**config.mk**
```make
export PLATFORM = sky130hd
export DESIGN_NAME = haar_inv_1d
export DESIGN_NICKNAME = d
export VERILOG_FILES = /design/src/rtl/haar_inv_1d.sv
export SDC_FILE = /design/constraint.sdc
export NUM_CORES = 1
export LEC_CHECK = 0
export ABC_AREA = 0
export CAP_MARGIN = 20
export CORE_ASPECT_RATIO = 0.9
export CORE_UTILIZATION = 45
export CTS_BUF_LIST = sky130_fd_sc_hd__clkbuf_16
export DETAILED_ROUTE_END_ITERATION = 10
export PLACE_DENSITY_LB_ADDON = 0.08
export SETUP_SLACK_MARGIN = 0.5
export SLEW_MARGIN = 20
export SYNTH_ARGS = -nofsm -noshare
export SYNTH_HDL_FRONTEND = slang
export SYNTH_HIERARCHICAL = 1
export SYNTH_SLANG_ARGS = --single-unit
```
**constraint.sdc**
```tcl
create_clock -name clk -period 2.9 [get_ports clk]
set_input_delay 0.435 -clock clk [delete_from_list [all_inputs] [get_ports clk]]
set_output_delay 0.435 -clock clk [all_outputs]
set_load 0.05 [all_outputs]
```
**src/rtl/haar_inv_1d.sv**
```systemverilog
// Inverse 1-D Haar stage: rebuilds 8 pixels from 4 averages + 4 differences.
// Two-stage valid/ready pipeline with row-word tracking and a sticky clamp flag.

module haar_inv_s1_lane (
   input  logic [7:0] a_i,
   input  logic [7:0] d_i,
   output logic [9:0] x1_o
);
   logic [9:0] a_ext;
   logic [9:0] d_half;

   assign a_ext  = {2'b00, a_i};
   // floor(d/2) for an 8-bit two's-complement d, sign-extended to 10 bits
   assign d_half = {{3{d_i[7]}}, d_i[7:1]};
   assign x1_o   = a_ext - d_half;
endmodule

module haar_inv_s2_lane (
   input  logic [9:0]  x1_i,
   input  logic [7:0]  d_i,
   output logic [15:0] pix_o,
   output logic        sat_o
);
   logic [9:0] x0;
   logic [7:0] px0, px1;
   logic       sat0, sat1;

   assign x0 = x1_i + {{2{d_i[7]}}, d_i};

   always_comb begin
      px0  = x0[7:0];
      sat0 = 1'b0;
      if (x0[9]) begin
         px0  = 8'h00;
         sat0 = 1'b1;
      end else if (x0[8]) begin
         px0  = 8'hFF;
         sat0 = 1'b1;
      end
   end

   always_comb begin
      px1  = x1_i[7:0];
      sat1 = 1'b0;
      if (x1_i[9]) begin
         px1  = 8'h00;
         sat1 = 1'b1;
      end else if (x1_i[8]) begin
         px1  = 8'hFF;
         sat1 = 1'b1;
      end
   end

   assign pix_o = {px1, px0};
   assign sat_o = sat0 | sat1;
endmodule

module haar_inv_1d #(
   parameter int ROW_WORDS = 64
) (
   input  logic        clk,
   input  logic        rst_n,
   input  logic [63:0] coef_in,
   input  logic        in_valid,
   output logic        in_ready,
   output logic [63:0] pix_out,
   output logic        out_valid,
   input  logic        out_ready,
   output logic        row_last,
   output logic        sat_err,
   input  logic        sat_clr
);
   localparam int NUM_LANES = 4;
   localparam int CW        = 16;

   typedef struct packed {
      logic [9:0] x1;
      logic [7:0] d;
   } s1_lane_t;

   logic [NUM_LANES-1:0][7:0]  avg, dif;
   logic [NUM_LANES-1:0][9:0]  x1_calc;
   logic [NUM_LANES-1:0][15:0] pix_calc;
   logic [NUM_LANES-1:0]       lane_sat;

   s1_lane_t [NUM_LANES-1:0] s1_d, s1_q;
   logic                     s1_valid_d, s1_valid_q;
   logic                     s1_last_d, s1_last_q;
   logic [63:0]              pix_d, pix_q;
   logic                     out_valid_d, out_valid_q;
   logic                     row_last_d, row_last_q;
   logic                     sat_err_d, sat_err_q;
   logic [CW-1:0]            cnt_d, cnt_q;

   logic s1_adv, s2_adv, accept, s2_load, cnt_wrap;

   assign s2_adv   = !out_valid_q | out_ready;
   assign s1_adv   = !s1_valid_q | s2_adv;
   assign accept   = in_valid & s1_adv;
   assign s2_load  = s2_adv & s1_valid_q;
   assign cnt_wrap = (cnt_q == CW'(ROW_WORDS - 1));

   genvar i;
   generate
      for (i = 0; i < NUM_LANES; i++) begin : g_lane
         assign avg[i] = coef_in[8*i +: 8];
         assign dif[i] = coef_in[8*i+32 +: 8];

         haar_inv_s1_lane u_s1 (
            .a_i  (avg[i]),
            .d_i  (dif[i]),
            .x1_o (x1_calc[i])
         );

         haar_inv_s2_lane u_s2 (
            .x1_i  (s1_q[i].x1),
            .d_i   (s1_q[i].d),
            .pix_o (pix_calc[i]),
            .sat_o (lane_sat[i])
         );
      end
   endgenerate

   always_comb begin
      s1_d       = s1_q;
      s1_last_d  = s1_last_q;
      s1_valid_d = s1_valid_q;
      cnt_d      = cnt_q;
      if (s1_adv) s1_valid_d = in_valid;
      if (accept) begin
         for (int l = 0; l < NUM_LANES; l++) begin
            s1_d[l].x1 = x1_calc[l];
            s1_d[l].d  = dif[l];
         end
         s1_last_d = cnt_wrap;
         cnt_d     = cnt_wrap ? '0 : cnt_q + 1'b1;
      end
   end

   always_comb begin
      pix_d       = pix_q;
      row_last_d  = row_last_q;
      out_valid_d = out_valid_q;
      if (s2_adv) out_valid_d = s1_valid_q;
      if (s2_load) begin
         pix_d      = pix_calc;
         row_last_d = s1_last_q;
      end
   end

   // A saturated word landing in stage 2 beats a coincident clear
   always_comb begin
      sat_err_d = sat_err_q & ~sat_clr;
      if (s2_load && (|lane_sat)) sat_err_d = 1'b1;
   end

   always_ff @(posedge clk or negedge rst_n) begin
      if (!rst_n) begin
         s1_q        <= '0;
         s1_valid_q  <= 1'b0;
         s1_last_q   <= 1'b0;
         cnt_q       <= '0;
         pix_q       <= '0;
         out_valid_q <= 1'b0;
         row_last_q  <= 1'b0;
         sat_err_q   <= 1'b0;
      end else begin
         s1_q        <= s1_d;
         s1_valid_q  <= s1_valid_d;
         s1_last_q   <= s1_last_d;
         cnt_q       <= cnt_d;
         pix_q       <= pix_d;
         out_valid_q <= out_valid_d;
         row_last_q  <= row_last_d;
         sat_err_q   <= sat_err_d;
      end
   end

   assign in_ready  = s1_adv;
   assign pix_out   = pix_q;
   assign out_valid = out_valid_q;
   assign row_last  = row_last_q;
   assign sat_err   = sat_err_q;
endmodule
```
After elaboration in Yosys (flattened, before gate mapping)
Cells that the tools add are included.
- bits in registers: 157
- latch bits: 0
- RAM bits: 0
- ROM bits: 0
- logic and storage cells: 73
- memories: 0
- add/subtract/negate cells: 9
- multipliers: 0
- divide/modulo/power cells: 0
- magnitude comparators: 0
- equality and inequality tests: 1
- shifts and indexed selects: 0
- multiplexer cells: 34
- bitwise operators: 10
- reduce and logical (&&, ||, !) cells: 4
- operators with widths (operator ; number):
    $mux 8 ; 16
    $add 10x10->10 ; 4
    $sub 9x7->10 ; 4
    $mux 1 ; 17
    $add 16x1->16 const B ; 1
    $eq 16x6->1 const B ; 1
    $mux 16 ; 1
    $or 1x1->1 ; 6
    $reduce_or 4->1 ; 1
    $and 1x1->1 ; 3
    $logic_not 1->1 ; 2
    $logic_and 1x1->1 ; 1
    $not 1->1 ; 1

Logic depth before layout (Yosys ltp)
- word-level depth: 7
- gate-level depth with buffers: 10
- gate-level depth less buffers: 10

Cells and area by module
Netlist, hierarchy kept.
- modules (own cells, without submodules) (module ; instances ; cells each ; area an instance (um^2)):
    haar_inv_1d ; 1 ; 528 ; 6047.0
    haar_inv_s1_lane ; 4 ; 59 ; 440.4
    haar_inv_s2_lane (g_lane[0].u_s2 ...) ; 3 ; 77 ; 541.8
    haar_inv_s2_lane (g_lane[3].u_s2) ; 1 ; 70 ; 518.0

Worst setup path before layout
Ideal clock, no wire load.
- path kind: register to register
- from: register s1_q[30] (netlist bit)
- to: register sat_err_q, in the netlist sat_err
- setup time: 0.132 ns
- data arrival time: 2.456 ns
- slack: 0.312 ns
- cell stages (with the launch flop): 9
- path buffers: 0
- period minus slack after synthesis: 2.588 ns
- cell sequence: dfrtp_1 > ha_1 > nand3_1 > and2_4 > a211o_1 > a221oi_4 > or4b_1 > nor4_1 > o22ai_1
- longest elaborated chain between the ends: 7
- ends and longest elaborated chain (what ; RTL line ; text):
    from (decl) ; 86 ; s1_lane_t [NUM_LANES-1:0] s1_d, s1_q;
    from (signal assigned) ; 159 ; s1_q <= '0;
    from (signal assigned) ; 168 ; s1_q <= s1_d;
    $add 10x10->10 (*) ; 28 ; assign x0 = x1_i + {{2{d_i[7]}}, d_i};
    $mux 1 ; 36 ; end else if (x0[8]) begin
    $mux 1 (*) ; 33 ; if (x0[9]) begin
    $or 1x1->1 (*) ; 55 ; assign sat_o = sat0 | sat1;
    via lane_sat[1] ; 84 ; logic [NUM_LANES-1:0] lane_sat;
    $reduce_or 4->1 (*) ; 154 ; if (s2_load && (|lane_sat)) sat_err_d = 1'b1;
    $logic_and 1x1->1 (*) ; 154 ;
    $mux 1 (*) ; 154 ;
    via sat_err_d ; 92 ; logic sat_err_d, sat_err_q;
    to (signal assigned) ; 175 ; sat_err_q <= sat_err_d;
    to (decl) ; 92 ;
Mark *: on every way through the listed nets, which the timed path passes. The rest lies on a longest branch.
A chain may end at the register's enable or synchronous reset.

Worst setup path in the final report
- from: register s1_q[37] (netlist bit)
- to: register sat_err_q, in the netlist sat_err
Same word-level chain as after synthesis.

==> results.txt <==
routability cong. = 0.868
vias in the first global route = 7638
yosys warns = 6
main combinational cell family by area after synthesis = simple AND/OR/NAND/NOR gates
total gr overflow = 0
Initial DRT Pass Iterations = 4
flop and latch count out of synthesis = 157
clock skew = 11.8 ps
Site Rows = 51
H-tree depth = 4
crit path kind = reg -> reg
Tightest Pin Transition = 735 ps
Slew HR = 51.0%
Synth top area share = 39.5%
peak fanout along the critical path = 3
Initial DRC Count = 355
Synth area leader = dfrtp_1
GRT Resource Usage Total = 20.6%
max-cap violation count = 0
via count = 7810
PwrDens = 874 nW/um^2
register area share after synthesis = 39.5%
full die area = 22700 sq um
Simple-Gate Fraction of Synth Area = 19.2%
adder-cell share of the synthesized area = 10.8%
Avg Cell Area, Syn = 9.34 sq um
CP Capture Type = flop
chip height = 143 microns
status = completed
Final Worst Setup Slack = 339 ps
XOR/XNOR Fraction of Synth Area = 6.44%
Synth area leaders = dfrtp_1 39%, nand2_1 9.5%, ha_1 9.2%
minimum clock period = 2560 ps
Synth Area in Compound Gates = 12.5%
Core ar. = 21600 sq um
synthesized area = 9950 sq um
Initial Util = 46.0%
clock slew at reported path FFs = 70 ps
crit share post-route = 88.3%
Post-Syn Instances = 1065
worst stage delay on the critical path = 510 ps
RSZ-0062 raised after global routing = yes
Worst path slowest cell = or4b_4
Post-synth EDFFs = 0
vias per cell = 5.11
Final nets = 1374
# diodes = 0
Top FF cell, synth = dfrtp_1
hpwl dp = 16500 microns
Post-synth top cells = 251 x nand2_1, 157 x dfrtp_1, 91 x nor2_1, 73 x ha_1, 65 x mux2_2
Max IR drop VDD = 0.489 mV
syn nets = 1215
worst skew pair latency = 420 ps
critical path's top delay family = simple AND/OR/NAND/NOR gates
Area Growth Syn to Fin = 26.1%
post-route setup TNS = 0 ps
Ports = 137
clk root buf = clkbuf_16
drt wl/cell = 14.7 microns
first-pass GRT wire length = 37700 microns
setup violators final = 0
share of post-route cells with drive strength above 1 = 15.9%
DRT Wirelength = 22400 microns
chip width = 159 microns
I/O Buffers = 136
Synth cell types = 52
Hold WC Path Type = in -> async
mux share of post-synthesis cell area = 7.35%
largest net degree at the start of global routing = 79
static leakage = 5.85 nW
initial antenna violation count = 0
TritonCTS Sinks = 157
Setup WS pre-CTS = 165 ps
Crit path buffers/inverters = 0
crit-path cells = ha_1 > a21o_1 > nand4_1 > a211o_1 > a221oi_4 > or4b_4 > nor4_2 > o22ai_1
Final Hold Fails = 0
Startpoint Class = flop
most common cell in the synthesized netlist = nand2_1
ys async rst share = 100%
Req. time, crit path = 3180 ps
CTS buffer count = 17
Worst EP arrival = 2840 ps
Fmax = 390 MHz
hold buffer count at CTS = 0
Final Max Tran Viols = 0
CTS max path bufs = 2
TritonCTS clock tree = done
post-route ant nets = 0
# DRC = 0
[timing repair]
action	CTS	global route
endpoints found under the setup margin	21	15
resized for setup	18	16
buffers inserted	11	7
pin swaps	12	19
[kinds of logic after synthesis]
family	count (synthesis)
and+or+nand+nor	436
buffers and inverters	88
xor gates and xnor gates	71
DFF	157
AOI/OAI and AO/OA	167
adders and majority gates	81
muxes	65
[area by class of cell]
cell class | instances | area, sq um
clock inverter | 14 | 120
multi-input combinational | 820 | 5810
fill | 1923 | 9080
timing repair buffer | 176 | 1700
clock buffer | 17 | 425
inverter | 52 | 195
tap | 291 | 364
sequential | 157 | 3930
[worst reg2reg max path, stage by stage, from the launching register on]
cell and delay (ps):
dfrtp_1 420, ha_1 300, a21o_1 130, nand4_1 120, a211o_1 360, a221oi_4 230, or4b_4 510, nor4_2 270
o22ai_1 90
[stage by stage]
| step | hold WS [ps] | util [%] | instance area, sq um | total power (W) | std cells |
|---|---|---|---|---|---|
| 3_3_place_gp | 467 | 54.3 | 11700 | 0.00867 | 1478 |
| 3_5_place_dp | 470 | 54.3 | 11700 | 0.00871 | 1478 |
| 6_report | 52.5 | 58.0 | 12500 | 0.0110 | 1527 |
| 5_1_grt | 101 | 58.0 | 12500 | 0.0116 | 1527 |
| 2_1_floorplan | 139 | - | 10000 | 0.00705 | 1065 |
| 4_1_cts | 67.5 | 57.5 | 12400 | 0.0110 | 1520 |
[routing by layer]
layer | track usage (%) | wire [microns]
met1 | 28.4 | 11200
met4 | 5.62 | 201
met3 | 3.11 | 626
met5 | 0 | 0
met2 | 33.8 | 10400
[cell usage in the layout, fill, tap and decap left out, types with 5 or more instances in the layout]
cell             instances
a21oi_2                  8
xnor2_1                 40
ha_1                    63
clkbuf_16               17
and2_1                   5
a21o_1                   9
mux2_2                  65
and3_1                   7
xor2_1                  28
nand3b_1                 8
nor2_1                  91
o21ai_2                 10
o21a_1                  47
nor4_1                   6
dfrtp_1                154
nand2_1                249
inv_1                   53
clkdlybuf4s50_1        134
nand4_1                 11
a21oi_1                 25
ha_4                     8
buf_4                   36
o21bai_1                12
nand3_1                 22
o21ai_0                 12
[worst paths after layout]
kind | start | to | slack [ps] | cells after the start
worst max-delay path | s1_q[37]$_DFFE_PN0P_ | sat_err$_DFF_PN0_ | 340 | 8
worst min-delay path | rst_n | s1_q[42]$_DFFE_PN0P_ | 50 | 1
worst max register to register | s1_q[37]$_DFFE_PN0P_ | sat_err$_DFF_PN0_ | 340 | 8
worst min register to register | s1_q[23]$_DFFE_PN0P_ | s1_q[23]$_DFFE_PN0P_ | 490 | 2
max in group asynchronous | rst_n | s1_q[9]$_DFFE_PN0P_ | 2030 | 2
min in group clk | s1_q[23]$_DFFE_PN0P_ | s1_q[23]$_DFFE_PN0P_ | 490 | 2
[report_power, final]
part / internal [W] / switching [W] / leakage [nW] / total, W
logic: 0.00241 / 0.00323 / 3.65 / 0.00564
registers: 0.00280 / 0.000436 / 1.93 / 0.00324
clock network: 0.00118 / 0.000921 / 0.267 / 0.00210
[state kept, by name (all words and copies together), names as in the netlist]
signal and flops:
s1_q 72, pix_out 64, cnt_q 16, out_valid 1
row_last 1, s1_last_q 1, s1_valid_q 1, sat_err 1
Power figures use the tool's default switching activity.
